--- src/rtl/sprite_palette_lut.sv ---
// sprite_palette_lut: runtime-writable sprite colour palette for the VGA render path.
// Maps {palette_sel, color_index} to a packed 12-bit RGB value through a
// two-stage pipeline. It adds a per-frame damage-flash override, a
// transparency flag for index 0, and a CPU/game-logic write port.
module sprite_palette_lut #(
    parameter int unsigned NUM_PALETTES = 4,
    parameter int unsigned INDEX_W      = 3,
    parameter int unsigned COLOR_W      = 12,
    parameter int unsigned FLASH_FRAMES = 8,
    parameter int unsigned PSEL_W       = (NUM_PALETTES > 1) ? $clog2(NUM_PALETTES) : 1
) (
    input  logic               Clk,
    input  logic               Reset,
    input  logic               pix_valid_in,
    input  logic [PSEL_W-1:0]  palette_sel,
    input  logic [INDEX_W-1:0] color_index,
    input  logic               wr_en,
    input  logic [PSEL_W-1:0]  wr_palette,
    input  logic [INDEX_W-1:0] wr_index,
    input  logic [COLOR_W-1:0] wr_color,
    input  logic               flash_start,
    input  logic               frame_tick,
    output logic               pix_valid_out,
    output logic [COLOR_W-1:0] color_out,
    output logic               transparent_out,
    output logic               flash_active
);

    localparam int unsigned NUM_COLORS  = 1 << INDEX_W;
    localparam int unsigned NUM_ENTRIES = NUM_PALETTES * NUM_COLORS;
    localparam int unsigned ADDR_W      = PSEL_W + INDEX_W;
    localparam int unsigned CNT_W       = $clog2(FLASH_FRAMES + 1);

    // Power-up contents: palette 0 carries the default crewmate ramp, all else black.
    function automatic logic [COLOR_W-1:0] reset_color(input int unsigned entry);
        logic [11:0] rgb;
        rgb = 12'h000;
        if (entry < NUM_COLORS) begin
            case (entry)
                1:       rgb = 12'hB00;
                2:       rgb = 12'hCB1;
                3:       rgb = 12'hFD0;
                4:       rgb = 12'h040;
                5:       rgb = 12'h3FD;
                6:       rgb = 12'h456;
                7:       rgb = 12'h9CD;
                default: rgb = 12'h000;
            endcase
        end
        return COLOR_W'(rgb);
    endfunction

    // Palette storage
    logic [COLOR_W-1:0] pal_mem_q [NUM_ENTRIES];
    logic               wr_ok_c;
    logic [ADDR_W-1:0]  wr_addr_c;

    // S1 pipeline registers
    logic               s1_valid_q, s1_valid_d;
    logic [PSEL_W-1:0]  s1_psel_q,  s1_psel_d;
    logic [INDEX_W-1:0] s1_idx_q,   s1_idx_d;

    // S2 read path
    logic [PSEL_W-1:0]  rd_pal_c;
    logic [ADDR_W-1:0]  rd_addr_c;
    logic [COLOR_W-1:0] rd_color_c;

    // S2 output registers
    logic               out_valid_q,  out_valid_d;
    logic [COLOR_W-1:0] out_color_q,  out_color_d;
    logic               out_transp_q, out_transp_d;

    // Flash override state
    logic [CNT_W-1:0]   flash_cnt_q, flash_cnt_d;
    logic               flash_act_q, flash_act_d;

    // Write-port decode; a write to a palette that does not exist is dropped.
    always_comb begin
        wr_ok_c   = wr_en && (32'(wr_palette) < NUM_PALETTES);
        wr_addr_c = {wr_palette, wr_index};
    end

    // Storage update: reset reloads the defaults, otherwise commit writes at the edge.
    always_ff @(posedge Clk) begin
        if (Reset) begin
            for (int unsigned e = 0; e < NUM_ENTRIES; e++) begin
                pal_mem_q[ADDR_W'(e)] <= reset_color(e);
            end
        end else if (wr_ok_c) begin
            pal_mem_q[wr_addr_c] <= wr_color;
        end
    end

    // S1 capture of the incoming pixel request.
    always_comb begin
        s1_valid_d = pix_valid_in;
        s1_psel_d  = palette_sel;
        s1_idx_d   = color_index;
    end

    // S1 registers
    always_ff @(posedge Clk) begin
        if (Reset) begin
            s1_valid_q <= 1'b0;
            s1_psel_q  <= '0;
            s1_idx_q   <= '0;
        end else begin
            s1_valid_q <= s1_valid_d;
            s1_psel_q  <= s1_psel_d;
            s1_idx_q   <= s1_idx_d;
        end
    end

    // S2 read: out-of-range selects fall back to palette 0. Reading the
    // registered array gives old data when the same entry is written this cycle.
    always_comb begin
        rd_pal_c   = (32'(s1_psel_q) < NUM_PALETTES) ? s1_psel_q : '0;
        rd_addr_c  = {rd_pal_c, s1_idx_q};
        rd_color_c = pal_mem_q[rd_addr_c];
    end

    // S2 resolve: transparency beats flash, flash beats the stored colour.
    always_comb begin
        out_valid_d  = s1_valid_q;
        out_transp_d = 1'b0;
        out_color_d  = '0;
        if (s1_valid_q) begin
            if (s1_idx_q == '0) begin
                out_transp_d = 1'b1;
            end else if (flash_cnt_q != '0) begin
                out_color_d = '1;
            end else begin
                out_color_d = rd_color_c;
            end
        end
    end

    // S2 output registers
    always_ff @(posedge Clk) begin
        if (Reset) begin
            out_valid_q  <= 1'b0;
            out_color_q  <= '0;
            out_transp_q <= 1'b0;
        end else begin
            out_valid_q  <= out_valid_d;
            out_color_q  <= out_color_d;
            out_transp_q <= out_transp_d;
        end
    end

    // Flash counter next state: a (re)start load wins over a frame tick.
    always_comb begin
        flash_cnt_d = flash_cnt_q;
        if (flash_start) begin
            flash_cnt_d = CNT_W'(FLASH_FRAMES);
        end else if (frame_tick && (flash_cnt_q != '0)) begin
            flash_cnt_d = flash_cnt_q - CNT_W'(1);
        end
        flash_act_d = (flash_cnt_d != '0);
    end

    // Flash counter and its registered activity flag
    always_ff @(posedge Clk) begin
        if (Reset) begin
            flash_cnt_q <= '0;
            flash_act_q <= 1'b0;
        end else begin
            flash_cnt_q <= flash_cnt_d;
            flash_act_q <= flash_act_d;
        end
    end

    assign pix_valid_out   = out_valid_q;
    assign color_out       = out_color_q;
    assign transparent_out = out_transp_q;
    assign flash_active    = flash_act_q;

endmodule

--- config.mk ---
export PLATFORM = sky130hd
export DESIGN_NAME = sprite_palette_lut
export DESIGN_NICKNAME = d
export VERILOG_FILES = /design/src/rtl/sprite_palette_lut.sv
export SDC_FILE = /design/constraint.sdc
export NUM_CORES = 1
export LEC_CHECK = 0
export CORE_MARGIN = 2
export CORE_UTILIZATION = 34
export CTS_BUF_LIST = sky130_fd_sc_hd__clkbuf_4
export DETAILED_ROUTE_END_ITERATION = 12
export PLACE_DENSITY = 0.55
export SYNTH_ARGS = -nofsm -noshare
export SYNTH_HDL_FRONTEND = slang
export SYNTH_SLANG_ARGS = --single-unit
--- constraint.sdc ---
create_clock -name Clk -period 1.9 [get_ports Clk]
set_input_delay 0.475 -clock Clk [delete_from_list [all_inputs] [get_ports Clk]]
set_output_delay 0.475 -clock Clk [all_outputs]
set_load 0.02 [all_outputs]
### Word level (Yosys, flattened, before mapping)

Memories as Yosys holds them, arrays and structs flattened. A register that Yosys moved wholly into a read port is not among the register bits.
Index checks and enable logic that the tools add are counted.

* register bits: 23
* latch bits: 0
* RAM bits: 384
* bits in read-only memories: 0
* bits of input ports: 28
* output and inout port bits: 15
* word-level logic and storage cells: 38
* memories: 1

* add/sub/neg operators: 1
* multipliers: 0
* div/mod/pow operators: 0
* magnitude comparators: 0
* equal/unequal tests: 0
* shift operators: 0
* mux-type cells: 21
* bitwise operators: 1
* reductions and logical operators: 7

Memory list
* pal_mem_q: depth 32, bits a word 12, rd ports 1, clocked after memory_dff 1, wr ports 32, line 54 `logic [COLOR_W-1:0] pal_mem_q [NUM_ENTRIES];`

Operators with widths (number)
* two-way mux 12 bit: 10
* OR reduction 12 bit: 1
* two-way mux 5 bit: 2
* two-way mux 4 bit: 2
* nonzero test 4 bit: 2
* two-way mux 1 bit: 7
* subtractor 4 x 1 -> 4 bit, second input constant: 1
* logical NOT 3 bit: 1
* OR reduction 3 bit: 1
* OR reduction 2 bit: 1
* logical AND 1 bit: 1
* inverter 1 bit: 1

### Depth between registers and ports, before layout

* depth after elaboration: 5
* gate-level depth with buffers: 7
* gate-level depth less buffers: 6

### Worst setup path before layout

Ideal clock, no wire load.

* kind: input-to-reg
* start point: input port wr_palette[1]
* end point: memory pal_mem_q[1][0] (enable)
* setup time: 321 ps
* arrival time: 1584 ps
* required time: 1579 ps
* path slack: -5 ps
* stages on the path: 4
* buffers on the path: 1
* cells stage by stage: or3_1 clkbuf_1 nor2_1 or2_2

RTL lines
* start: declaration: line 18 `input logic [PSEL_W-1:0] wr_palette,`
* end: declaration: line 54

### Worst setup path in the final report

* start point: register s1_idx_q[0]
* end point: register out_color_q[7], in the netlist color_out[7]

* word-level cells in the longest chain between the ends: 2

RTL lines
* start: declaration: line 61 `logic [INDEX_W-1:0] s1_idx_q, s1_idx_d;`
* start signal: assignment: line 110 `s1_idx_q <= s1_idx_d;`
* logical NOT 3 bit: line 128 `if (s1_idx_q == '0) begin`
* OR reduction 3 bit (no source line)
* end signal: assignment: line 146 `out_color_q <= out_color_d;`
* end: declaration: line 70 `logic [COLOR_W-1:0] out_color_q, out_color_d;`

No other way between the ends.
A chain may end at the register's enable or synchronous reset.

==> results.cfg <==
[detailed_routing]
wl_um = 50000
drc = 0
via_per_inst = 4.96
drtIter0Drc = 837
wire_per_inst_um = 22.3
drt-pass1-iter-count = 7
routed-via-count = 11110
postRouteAntennaNets = 0

[min_path]
min_path_type = in -> reg

[logic_synthesis]
synthDistinctLibCells = 44
syn_area_per_cell_sq_um = 15.1
synthCells = 1228
ys_seq_area_share_pct = 64.9
yosysWarnings = 0
synth_edf_count = 383
synthFlopType = edfxtp_1
synth-async-reset-ratio_pct = 0
synth_seq_cells = 408
syn_area_sq_um = 18500
syn_nets = 1257

[clock_tree]
cts_tree = done
cts_buffer_depth = 3
clk_root_buffer_cell = clkbuf_4
clock_sinks = 408
postCtsHoldBufs = 0
clkTransAtPathRegs_ns = 0.06
clk_latency_ns = 0.84
cts_made_buffers = 109
h-tree-depth = 3

[layout]
final_cell_area_sq_um = 23100
final_common_cell = edfxtp_1
syn2layout_area_growth_pct = 24.7
layout-drive-gt1-share_pct = 36.3
nets = 1490
postLayoutCoreUtil_pct = 42.9
layout_common_cells = 383 x edfxtp_1, 347 x and2_1, 167 x clkbuf_4

[global_route]
grt_max_degree = 44
grt_pass1_wl_um = 74600
grt-ovfl-total = 0
antenna_found_initial = 2
grt_usage_pct = 18.2
first_global_vias = 11746

[floorplan]
dieArea_sq_um = 56300
core_sq_um = 53800
start_util_pct = 34.4
dieHeight_um = 237
die_w_um = 237
boundaryPins = 43
rows = 85

[pwr]
power.share.clock_pct = 38.4
leakage_uw = 0.00825
power_per_cell_area_nw_per_um2 = 883
swShare_pct = 23.8
combPwrFrac_pct = 10.3
peakVddDrop_uv = 344
intPower_uw = 15500
p_switching_uw = 4840
p_seq_share_pct = 51.3

[critical_path]
path_max_fanout = 7
cp-start-kind = register
r2r_slack_ns = -0.18
cp-end-kind = register
cp.required_ns = 2.61
cp.arrival_ns = 2.78
setup.worst_path.class = reg -> reg

[place]
place_area_sq_um = 21200
dp_hpwl_um = 32600
routabilityCongestion = 0.852
io_buffers = 42

[timing]
fmax_mhz = 481
rsz0062_at_grt = true
hold_viol_final = 0
finalSetupViolCount = 12
max-slew-margin-rel_pct = 31.5
final.min_clock_period_ns = 2.08
setup_ws_ns = -0.178
finalClockSkew_ns = 0.0503
tightest_slew_ns = 1.02
drv_slew = 0
period_share_pct = 109

[run_status]
status = finished with violations
violations = setup timing

[flow_run]
max_cap_viol_count = 0
==> cell usage after synthesis, types with 2 or more instances <==
library cell / count / share of area, %
or3_1: 41 / 1.4
o31a_1: 10 / 0.47
inv_1: 5 / 0.10
buf_6: 8 / 0.49
mux4_2: 92 / 11
or3b_1: 4 / 0.19
a2111oi_0: 2 / 0.095
dfxtp_1: 25 / 2.7
nor2_1: 53 / 1.1
nand2b_1: 2 / 0.068
nand2_1: 2 / 0.041
and2_1: 347 / 12
nand3_1: 17 / 0.46
a22oi_1: 23 / 0.93
buf_2: 23 / 0.62
a211oi_1: 2 / 0.081
nor2b_1: 11 / 0.37
a211o_1: 2 / 0.095
or2_2: 32 / 1.1
clkbuf_1: 76 / 1.5
nor3_1: 6 / 0.16
buf_4: 4 / 0.16
mux2_2: 2 / 0.12
mux2i_1: 26 / 1.4
xor2_1: 2 / 0.095
nand3b_1: 5 / 0.20
edfxtp_1: 383 / 62
nor2_2: 7 / 0.24
==> what timing repair did <==
action,in CTS,in global routing
pin swaps,12,6
gates resized for setup,106,22
gates cloned,5,0
buffers inserted,12,2
endpoints found under the setup margin,27,51
==> worst max-delay path: stages (launching register included) <==
cell     delay [ns]
dfxtp_4        0.46
buf_12         0.17
buf_12         0.12
buf_16         0.13
mux4_2         0.57
mux2i_2        0.21
nor2_1         0.07
o31a_1         0.24
==> final timing paths <==
kind / startpoint / endpoint / cells after the start
setup / recovery: s1_idx_q[0]$_SDFF_PP0_ / color_out[7]$_SDFF_PP0_ / 7
hold / removal: pix_valid_in / out_valid_d$_SDFF_PP0_ / 2
hold reg to reg: flash_cnt_q[1]$_SDFF_PP0_ / flash_cnt_q[1]$_SDFF_PP0_ / 3
setup reg to reg: s1_idx_q[0]$_SDFF_PP0_ / color_out[7]$_SDFF_PP0_ / 7
==> layout make-up <==
type	count	area [sq um]
inverter	6	22.5
tap	696	871
timing repair buffer	233	2520
multi-input combinational	703	6220
antenna	1	2.50
sequential	408	12000
clock inverter	28	164
fill	4853	30700
clock buffer	167	1250
==> metrics by stage <==
stage / setup WS (ns) / power, uW / TNS, ns / std cells / hold slack (ns)
floorplan: 0.00176 / 11500 / 0 / 1228 / 0.500
global route: -0.238 / 21200 / -2.28 / 2242 / 0.135
finish: -0.178 / 20400 / -1.35 / 2242 / 0.203
detailed placement: -0.839 / 12600 / -402.81 / 2028 / 0.622
CTS: -0.156 / 20600 / -1.50 / 2240 / 0.110
global placement: -0.807 / 12600 / -381.52 / 2028 / 0.594
==> flip-flops by register name, indices dropped and copies added (netlist names), named ones only <==
signal and count:
pal_mem_q 383, flash_cnt_q 4, out_valid_d 1, transparent_out 1, s1_idx_q 3, color_out 12
flash_active 1, pix_valid_out 1
==> routing by layer <==
layer | global-route usage (%) | share of wire, % | vias up | wire length, um
met4 | 6.99 | 2.8 | 2 | 1380
met3 | 3.89 | 6.5 | 81 | 3260
met2 | 28.6 | 46 | 367 | 23300
met1 | 24.9 | 44 | 5614 | 22100
li1 | - | - | 5046 | -
met5 | 0 | 0.026 | - | 13
==> power groups by stage <==
stage                     sequential (uW)  combinational (uW)  clock, uW
final                               10400                2110       7820
after global routing                10500                2220       8530
after CTS                           10500                2080       8080
after detailed placement            10600                1930          0
after global placement              10600                1920          0
after floorplan                     10600                 952          0
==> kinds of logic (layout without fill, tap and decap cells) <==
| group | Yosys count | in the layout | share of synthesized area (%) |
|---|---|---|---|
| AO/OA/AOI/OAI | 46 | 46 | 1.96 |
| buffers and inverters | 117 | 434 | 2.94 |
| AND/OR/NAND/NOR | 532 | 532 | 17.2 |
| other | 0 | 1 | 0 |
| adder cells (fa/ha/maj) | 1 | 1 | 0.0676 |
| multiplexers | 121 | 121 | 12.8 |
| XOR/XNOR | 3 | 3 | 0.142 |
| flip-flops | 408 | 408 | 64.9 |
Note: power is estimated with default switching activity, not from simulation.
